### config.mk
export PLATFORM = sky130hd
export DESIGN_NAME = timer_bank_flat
export DESIGN_NICKNAME = d
export VERILOG_FILES = /design/src/rtl/timer_bank_if.sv /design/src/rtl/timer_bank.sv /design/src/flat_wrapper.sv
export SDC_FILE = /design/constraint.sdc
export NUM_CORES = 1
export LEC_CHECK = 0
export ABC_AREA = 1
export CAP_MARGIN = 30
export CORE_AREA = 3 3 140 142
export DETAILED_ROUTE_END_ITERATION = 10
export DIE_AREA = 0 0 143 145
export HOLD_SLACK_MARGIN = 0.05
export PLACE_DENSITY = 0.85
export SLEW_MARGIN = 15
export SYNTH_ARGS = -nofsm -noshare
export SYNTH_HDL_FRONTEND = slang
export SYNTH_SLANG_ARGS = --single-unit
### constraint.sdc
create_clock -name clk_mem -period 6.75 [get_ports clk_mem]
set_input_delay 1.35 -clock clk_mem [delete_from_list [all_inputs] [get_ports clk_mem]]
set_output_delay 1.35 -clock clk_mem [all_outputs]
set_load 0.1 [all_outputs]
### src/rtl/timer_bank_if.sv
// Register-bus and interrupt bundle between a bus master and timer_bank.
interface timer_bank_if #(
    parameter int NUM_TIMERS = 4
);
    logic [23:0]           addr;
    logic [31:0]           data_in;
    logic [31:0]           data_out;
    logic                  read;
    logic                  write;
    logic [1:0]            width;
    logic [NUM_TIMERS-1:0] irq;

    modport master (output addr, data_in, read, write, width, input  data_out, irq);
    modport slave  (input  addr, data_in, read, write, width, output data_out, irq);
endinterface

### src/rtl/timer_bank.sv
// Bank of up-counting timers (prescale, cascade, reload) behind a byte-lane register bus; reads are combinational.
// Define TIMER_IRQ_EN to build the per-channel overflow interrupt (control bit 22 and irq output).
module timer_bank #(
    parameter int          NUM_TIMERS = 4,
    parameter int          CNT_W      = 16,
    parameter int          TICK_DIV   = 3,
    parameter logic [11:0] BASE_ADDR  = 12'h100
) (
    input  logic        clk_mem,
    input  logic        rst_n,
    timer_bank_if.slave bus
);
    localparam int DIV_W = (TICK_DIV > 1) ? $clog2(TICK_DIV) : 1;
    localparam int CH_W  = (NUM_TIMERS > 1) ? $clog2(NUM_TIMERS) : 1;

    logic [DIV_W-1:0]      r_div;
    logic [CNT_W-1:0]      r_cnt    [NUM_TIMERS];
    logic [CNT_W-1:0]      r_reload [NUM_TIMERS];
    logic [9:0]            r_presc  [NUM_TIMERS];
    logic [1:0]            r_sel    [NUM_TIMERS];
    logic [NUM_TIMERS-1:0] r_casc;
    logic [NUM_TIMERS-1:0] r_en;

    logic                  w_tick;
    logic [9:0]            w_word_off;
    logic                  w_hit;
    logic [CH_W-1:0]       w_ch;
    logic [3:0]            w_bmask;
    logic [31:0]           w_mask;
    logic [31:0]           w_wshift;
    logic [31:0]           w_wr_old;
    logic [31:0]           w_wr_new;
    logic [31:0]           w_rd_word;
    logic                  w_wr;
    logic                  w_ctrl_wr;
    logic [NUM_TIMERS-1:0] w_ien;
    logic [NUM_TIMERS-1:0] w_wr_me;
    logic [NUM_TIMERS-1:0] w_pstep;
    logic [NUM_TIMERS-1:0] w_inc;
    logic [NUM_TIMERS-1:0] w_ovf;
    logic                  w_unused;

    function automatic logic [31:0] ctrl_word(input logic [1:0] sel, input logic casc,
                                              input logic ien, input logic en);
        return {8'h00, en, ien, 3'b000, casc, sel, 16'h0000};
    endfunction

    function automatic logic [9:0] presc_last(input logic [1:0] sel);
        case (sel)
            2'b00:   return 10'd0;
            2'b01:   return 10'd63;
            2'b10:   return 10'd255;
            default: return 10'd1023;
        endcase
    endfunction

    assign w_tick = (r_div == DIV_W'(TICK_DIV - 1));

    always_ff @(posedge clk_mem or negedge rst_n) begin
        if (!rst_n)      r_div <= '0;
        else if (w_tick) r_div <= '0;
        else             r_div <= r_div + 1'b1;
    end

    assign w_word_off = bus.addr[11:2] - BASE_ADDR[11:2];
    assign w_hit      = (bus.addr[11:2] >= BASE_ADDR[11:2]) && (w_word_off < 10'(NUM_TIMERS));
    assign w_ch       = w_word_off[CH_W-1:0];

    always_comb begin
        case (bus.width)
            2'b00:   w_bmask = 4'b0001 << bus.addr[1:0];
            2'b01:   w_bmask = 4'b0011 << bus.addr[1:0];
            default: w_bmask = 4'b1111;
        endcase
    end

    // Writes see the reload register in the counter lanes; reads see the live counter.
    assign w_mask    = {{8{w_bmask[3]}}, {8{w_bmask[2]}}, {8{w_bmask[1]}}, {8{w_bmask[0]}}};
    assign w_wshift  = bus.data_in << {bus.addr[1:0], 3'b000};
    assign w_wr_old  = ctrl_word(r_sel[w_ch], r_casc[w_ch], w_ien[w_ch], r_en[w_ch]) | 32'(r_reload[w_ch]);
    assign w_wr_new  = (w_wr_old & ~w_mask) | (w_wshift & w_mask);
    assign w_wr      = bus.write && w_hit;
    assign w_ctrl_wr = w_wr && w_bmask[2];
    assign w_rd_word = ctrl_word(r_sel[w_ch], r_casc[w_ch], w_ien[w_ch], r_en[w_ch]) | 32'(r_cnt[w_ch]);
    assign bus.data_out = w_hit ? (w_rd_word >> {bus.addr[1:0], 3'b000}) : 32'h0;

    // Overflow carries ripple from channel 0 upward within the same cycle.
    always_comb begin
        logic carry;
        carry   = 1'b0;
        w_wr_me = '0;
        w_pstep = '0;
        w_inc   = '0;
        w_ovf   = '0;
        for (int i = 0; i < NUM_TIMERS; i++) begin
            w_wr_me[i] = w_wr && (w_ch == CH_W'(i));
            if (r_en[i] && !(w_ctrl_wr && (w_ch == CH_W'(i)))) begin
                if ((i > 0) && r_casc[i]) begin
                    w_inc[i] = carry;
                end else begin
                    w_pstep[i] = w_tick;
                    w_inc[i]   = w_tick && (r_presc[i] == presc_last(r_sel[i]));
                end
            end
            w_ovf[i] = w_inc[i] && (&r_cnt[i]);
            carry    = w_ovf[i];
        end
    end

    always_ff @(posedge clk_mem or negedge rst_n) begin
        if (!rst_n) begin
            for (int i = 0; i < NUM_TIMERS; i++) begin
                r_cnt[i]    <= '0;
                r_reload[i] <= '0;
                r_presc[i]  <= '0;
                r_sel[i]    <= '0;
            end
            r_casc <= '0;
            r_en   <= '0;
        end else begin
            for (int i = 0; i < NUM_TIMERS; i++) begin
                if (w_wr_me[i] && !r_en[i] && w_wr_new[23]) begin
                    r_cnt[i]   <= w_wr_new[CNT_W-1:0];
                    r_presc[i] <= '0;
                end else begin
                    if (w_ovf[i])      r_cnt[i] <= r_reload[i];
                    else if (w_inc[i]) r_cnt[i] <= r_cnt[i] + 1'b1;
                    if (w_wr_me[i] && w_bmask[2] && r_en[i] && w_wr_new[23])
                        r_presc[i] <= '0;
                    else if (w_pstep[i])
                        r_presc[i] <= w_inc[i] ? 10'd0 : r_presc[i] + 10'd1;
                end
                if (w_wr_me[i]) begin
                    r_reload[i] <= w_wr_new[CNT_W-1:0];
                    r_sel[i]    <= w_wr_new[17:16];
                    r_casc[i]   <= w_wr_new[18];
                    r_en[i]     <= w_wr_new[23];
                end
            end
        end
    end

`ifdef TIMER_IRQ_EN
    logic [NUM_TIMERS-1:0] r_ien;
    logic [NUM_TIMERS-1:0] r_irq;

    always_ff @(posedge clk_mem or negedge rst_n) begin
        if (!rst_n) begin
            r_ien <= '0;
            r_irq <= '0;
        end else begin
            r_irq <= w_ovf & r_ien;
            for (int i = 0; i < NUM_TIMERS; i++) begin
                if (w_wr_me[i]) r_ien[i] <= w_wr_new[22];
            end
        end
    end

    assign w_ien   = r_ien;
    assign bus.irq = r_irq;
`else
    assign w_ien   = '0;
    assign bus.irq = '0;
`endif

    assign w_unused = ^{bus.read, bus.addr[23:12], w_wr_new};
endmodule

### src/flat_wrapper.sv
// flat-port wrapper written by rule: the top's interface ports become plain ports
module timer_bank_flat 
#(
    parameter int          NUM_TIMERS = 4,
    parameter int          CNT_W      = 16,
    parameter int          TICK_DIV   = 3,
    parameter logic [11:0] BASE_ADDR  = 12'h100
)
  (clk_mem, rst_n, bus_addr, bus_data_in, bus_read, bus_write, bus_width, bus_data_out, bus_irq);
  timer_bank_if #(.NUM_TIMERS(NUM_TIMERS)) bus_i ();
  input  logic clk_mem;
  input  logic rst_n;
  input wire logic [$bits(bus_i.addr)-1:0] bus_addr;
  input wire logic [$bits(bus_i.data_in)-1:0] bus_data_in;
  input wire logic [$bits(bus_i.read)-1:0] bus_read;
  input wire logic [$bits(bus_i.write)-1:0] bus_write;
  input wire logic [$bits(bus_i.width)-1:0] bus_width;
  output wire logic [$bits(bus_i.data_out)-1:0] bus_data_out;
  output wire logic [$bits(bus_i.irq)-1:0] bus_irq;
  assign bus_i.addr = bus_addr;
  assign bus_i.data_in = bus_data_in;
  assign bus_i.read = bus_read;
  assign bus_i.write = bus_write;
  assign bus_i.width = bus_width;
  assign bus_data_out = bus_i.data_out;
  assign bus_irq = bus_i.irq;
  timer_bank #(.NUM_TIMERS(NUM_TIMERS), .CNT_W(CNT_W), .TICK_DIV(TICK_DIV), .BASE_ADDR(BASE_ADDR)) u_core (.clk_mem(clk_mem), .rst_n(rst_n), .bus(bus_i));
endmodule
Word level (Yosys, flattened, before mapping). Cells that the tools add are included.

Register bits: 186. Logic and storage cells: 207. Input port bits: 62.

Reductions and logical operators: 69. Eq/ne operators: 17. Multiplexer cells: 71. Shift-type cells: 4. Magnitude comparators: 4. Bitwise logic cells: 7. Add/sub/neg operators: 10.

Operators with widths (count): $mux W16 (16); $mux W10 (23); $pmux W10 S3 (4); $add A16 B1 Y16 const B (4); $bmux W16 S2 (2); $reduce_and A16 Y1 (4); $and A24 B24 Y24 (2); $or A24 B16 Y24 (2); $logic_and A1 B1 Y1 (43); $add A10 B1 Y10 const B (4); $eq A10 B10 Y1 (4); $mux W32 (1); $shl A32 B5 Y24 (1); $shr A32 B5 Y32 (1); $not A24 Y24 (1); $or A24 B24 Y24 (1); $reduce_bool A3 Y1 (8); $mux W1 (17); $eq A2 B2 Y1 const B (7); $eq A2 B1 Y1 const B (6); $logic_not A2 Y1 (6); $ge A10 B7 Y1 const B (1); $lt A10 B3 Y1 const B (1); $sub A10 B7 Y10 const B (1); 11 further kinds (22).

Longest topological paths before layout.
Word-level depth: 25. Depth in mapped cells: 19. Gate-level depth less buffers: 18.

Worst setup path after synthesis. OpenSTA, ideal clock, no wires.

Kind: input port to output port. Start: input port bus_addr[3]. End: output port bus_data_out[7]. Buffers on the path: 2. Cell stages on the path: 6. Setup slack: 642 ps. Arrival time: 4758 ps. Path through: inv_1 -> nor2_1 -> clkbuf_1 -> clkbuf_1 -> a221oi_1 -> a221oi_1.

Word-level cells in the longest chain between the ends: 8. Elaborated cells between the ends (all ways): 13. Those cells by class: 1 x add/sub; 2 x order compare; 1 x shift; 6 x mux; 2 x bitwise; 1 x reduce/logical.

Ends and longest elaborated chain: from (decl) (line flat_wrapper.sv:13) `input wire logic [$bits(bus_i.addr)-1:0] bus_addr;`; $sub A10 B7 Y10 (line timer_bank.sv:65) `assign w_word_off = bus.addr[11:2] - BASE_ADDR[11:2];`; $not A2 Y3 (not written as such) (line timer_bank.sv:84) `assign w_rd_word = ctrl_word(r_sel[w_ch], r_casc[w_ch], w_ien[w_ch], r_en[w_ch]) | 32'(r_cnt[w_ch]);`; $bmux W16 S2 (line timer_bank.sv:84); $mux W16 (not written as such) (2 in a row) (line timer_bank.sv:84); $or A24 B16 Y24 (line timer_bank.sv:84); $shr A32 B5 Y32 (line timer_bank.sv:85) `assign bus.data_out = w_hit ? (w_rd_word >> {bus.addr[1:0], 3'b000}) : 32'h0;`; $mux W32 (*) (line timer_bank.sv:85); to (decl) (line flat_wrapper.sv:18) `output wire logic [$bits(bus_i.data_out)-1:0] bus_data_out;`.

Mark *: on every way between the ends. The rest lies on a longest branch, timed or not. The select of a mux whose other input is x is not followed.

Final worst setup path. Same ends and word-level chain as after synthesis.

==> impl_metrics.py <==
metrics = {
    "global_route": {
        "track_usage": 0.361,
        "grt_antenna_before_repair": 1,
        "overflow": 0,
        "grt_first_pass_wirelength_mm": 58.7,
        "grt_max_degree": 88,
        "grt_pass1_vias": 11200,
    },
    "finish": {
        "multi_input_area_sq_um": 5890,
        "post-route-util": 0.697,
        "final_cell_area_sq_um": 12900,
        "num_antenna_cells": 0,
        "fillCellCount": 1580,
        "drive_gt1_frac": 0.0669,
        "register_area_sq_um": 4650,
        "fin_nets": 1642,
        "syn_to_final_growth_pct": 11.0,
    },
    "logic_synthesis": {
        "syn_area_per_cell_sq_um": 7.61,
        "synth_cell_types": 58,
        "ys_ff_latch": 186,
        "ys.flop_type": "dfrtp_1",
        "yosysTopAreaCell": "dfrtp_1",
        "yosysWarningCount": 0,
        "ys_async_sr_fraction": 1.00,
        "synth_cells": 1533,
        "synth_edf_count": 0,
        "netlist_top_cells_area": "dfrtp_1, nand2_1, inv_1",
        "ys_seq_area_frac": 0.399,
        "netlist.area_leader.share": 0.399,
        "synth.cell_area_sq_um": 11700,
    },
    "routing": {
        "final_antenna_net_count": 0,
        "via_count": 11800,
        "drt_iter0_drc": 1424,
        "drc_errors": 0,
        "drt_wl_total_mm": 37.4,
        "vias_per_cell": 6.46,
        "post_drt_wl_per_cell_microns": 20.6,
        "first_pass_iters": 6,
    },
    "min_path": {
        "hold_path.class": "register to register",
    },
    "power": {
        "irDropWorstVdd_v": 0.000179,
        "p_leak_nw": 6.03,
        "p_per_area_nw_per_um2": 211,
        "total_power_mw": 2.73,
    },
    "timing": {
        "min_period_ns": 5.87,
        "slew_viol_final": 0,
        "max_freq_mhz": 170,
        "setup_violations": 0,
        "finalCritPeriodShare": 0.870,
        "rsz0062_at_grt": "no",
        "skew_ns": 0.0102,
        "hold_ws_ns": 0.431,
        "setup_tns_ns": 0,
        "worstMarginPinSlew_ns": 0.831,
        "hold_violations": 0,
        "relSlewSlack": 0.446,
    },
    "cts": {
        "max-clock-path-buffers": 2,
        "hold_buffers": 0,
        "cts_tree": "built",
        "clk_latency_ns": 0.45,
        "cts_root_buffer": "clkbuf_16",
        "h-tree-depth": 4,
        "post_cts_buffers": 0,
        "cts_num_sinks": 186,
        "cts_made_buffers": 17,
        "cts.clk_slew.worst_paths_ns": 0.07,
        "ctsResizeCount": 0,
    },
    "flow_run": {
        "cap_viol_max_count": 0,
    },
    "setup_path": {
        "path_cells": "clkdlybuf4s50_1, nor2_2, inv_1, o22ai_1, a21oi_1, o21a_1, inv_1, a21oi_1, a221oi_1, buf_4",
        "endpoint_kind": "primary output",
        "required_ns": 5.40,
        "crit_slowest_cell": "nor2_2",
        "crit_buf_inv": 4,
        "cp_top_family": "buffers and inverters",
        "r2r_slack_ns": 2.60,
        "path_class": "input port to primary output",
        "critPathMaxFanout": 21,
        "worstPathArrival_ns": 4.52,
        "slowest_delay_ns": 0.67,
        "startpoint_type": "input port",
    },
    "floorplan": {
        "start_util": 0.628,
        "num_rows": 50,
        "core_sq_um": 18600,
        "die_width_microns": 143,
        "num_io_pins": 98,
        "die_h_microns": 145,
        "die_area_sq_um": 20700,
    },
    "placed_design": {
        "gp_congestion": 0.994,
        "hpwl_mm": 27.3,
        "port_buffers": 56,
        "postPlaceCellArea_sq_um": 12300,
    },
    "outcome": {
        "outcome": "finished, final reports clean",
    },
}
sequential cells by signal (all words and copies together), names as in the netlist:
name,count
u_core.r_casc,4
u_core.r_cnt,64
u_core.r_div,2
u_core.r_sel,8
u_core.r_en,4
u_core.r_reload,64
u_core.r_presc,40
area by class of cell:
| type | instances | share of cell area |
|---|---|---|
| well taps | 234 | 0.0226 |
| flip-flops and latches | 186 | 0.359 |
| clock buffers | 21 | 0.0363 |
| inverters | 224 | 0.0649 |
| repair buffers | 75 | 0.0515 |
| multi-input cells | 1068 | 0.455 |
| clock inverters | 11 | 0.0105 |
through the flow:
stage,instances,worst slack [ns]
finish,1819,0.876
global route,1819,0.701
CTS,1818,0.977
detailed placement,1786,0.992
global placement,1785,1.03
floorplan,1548,0.642
Yosys cell counts, drive strengths merged (16+ instances only):
library cell  number
o2111ai           19
o21ai            140
a21oi             53
nand2            321
o22ai             49
o21a              25
o221ai            40
buf               33
o211ai            25
nand4             16
nand3             94
nor3              31
inv              221
xor2              62
clkbuf            37
dfrtp            186
nor2              94
cell usage in the layout (no fill, tap or decap), drive strengths merged, types with 2 or more instances in the layout:
cell and n:
o21a 25, bufinv 2, a21oi 53, o31ai 7, nand2 321, buf 39, a31oi 6, o211ai 25
a221oi 12, dfrtp 186, nor2 94, o22ai 49, clkdlybuf4s50 35, o221ai 40, o21ai 140, or2 2
o32ai 7, conb 16, inv 224, nor3 31, xor2 62, o2111ai 19, a221o 5, nand4 16
clkinv 8, clkbuf 22, xnor2 3, nor4 5, a211oi 4, a22oi 12, nand3 94, ha 8
power by group:
part	internal (mW)	switching [mW]	leakage, nW
clock network	0.582	0.470	0.296
logic	0.131	0.291	3.58
registers	1.18	0.0731	2.15
total	1.89	0.834	6.03
per-layer routing:
metal / global-route usage / vias up / wire, microns
met1: 0.470 / 5535 / 14300
met2: 0.554 / 736 / 17000
li1: - / 5313 / -
met3: 0.0679 / 173 / 3420
met5: 0 / - / 13
met4: 0.224 / 2 / 2700
final timing paths:
kind	from	cells after the start	endpoint
min in group asynchronous	rst_n	1	u_core.r_presc[38]
max in group asynchronous	rst_n	2	u_core.r_reload[42]
max reg2reg	u_core.r_cnt[16]	16	u_core.r_cnt[15]
max	bus_addr[3]	10	bus_data_out[7]
min	u_core.r_div[0]	1	u_core.r_div[0]
min reg2reg	u_core.r_div[0]	1	u_core.r_div[0]
logic make-up after synthesis:
kind of cell / synth area share
flip-flops: 0.399
other: 0.000321
adder cells (fa/ha/maj): 0.00858
AND/OR/NAND/NOR: 0.211
buffers and inverters: 0.102
AO/OA/AOI/OAI: 0.229
XOR/XNOR: 0.0488
multiplexers: 0.00182
worst reg2reg max path, cell delays in order, from the launching register on:
cell     delay (ns)
dfrtp_1        0.40
ha_1           0.21
nand3_1        0.15
nor3_2         0.21
nand3_1        0.17
nor3_1         0.22
inv_1          0.11
nor2_2         0.18
nand3_1        0.49
inv_1          0.56
nand4_2        0.19
nand2_2        0.28
nand2_4        0.27
inv_1          0.35
nand3_1        0.13
nand2_1        0.09
nand2_1        0.05
Note: power is estimated with default switching activity, not from simulation.
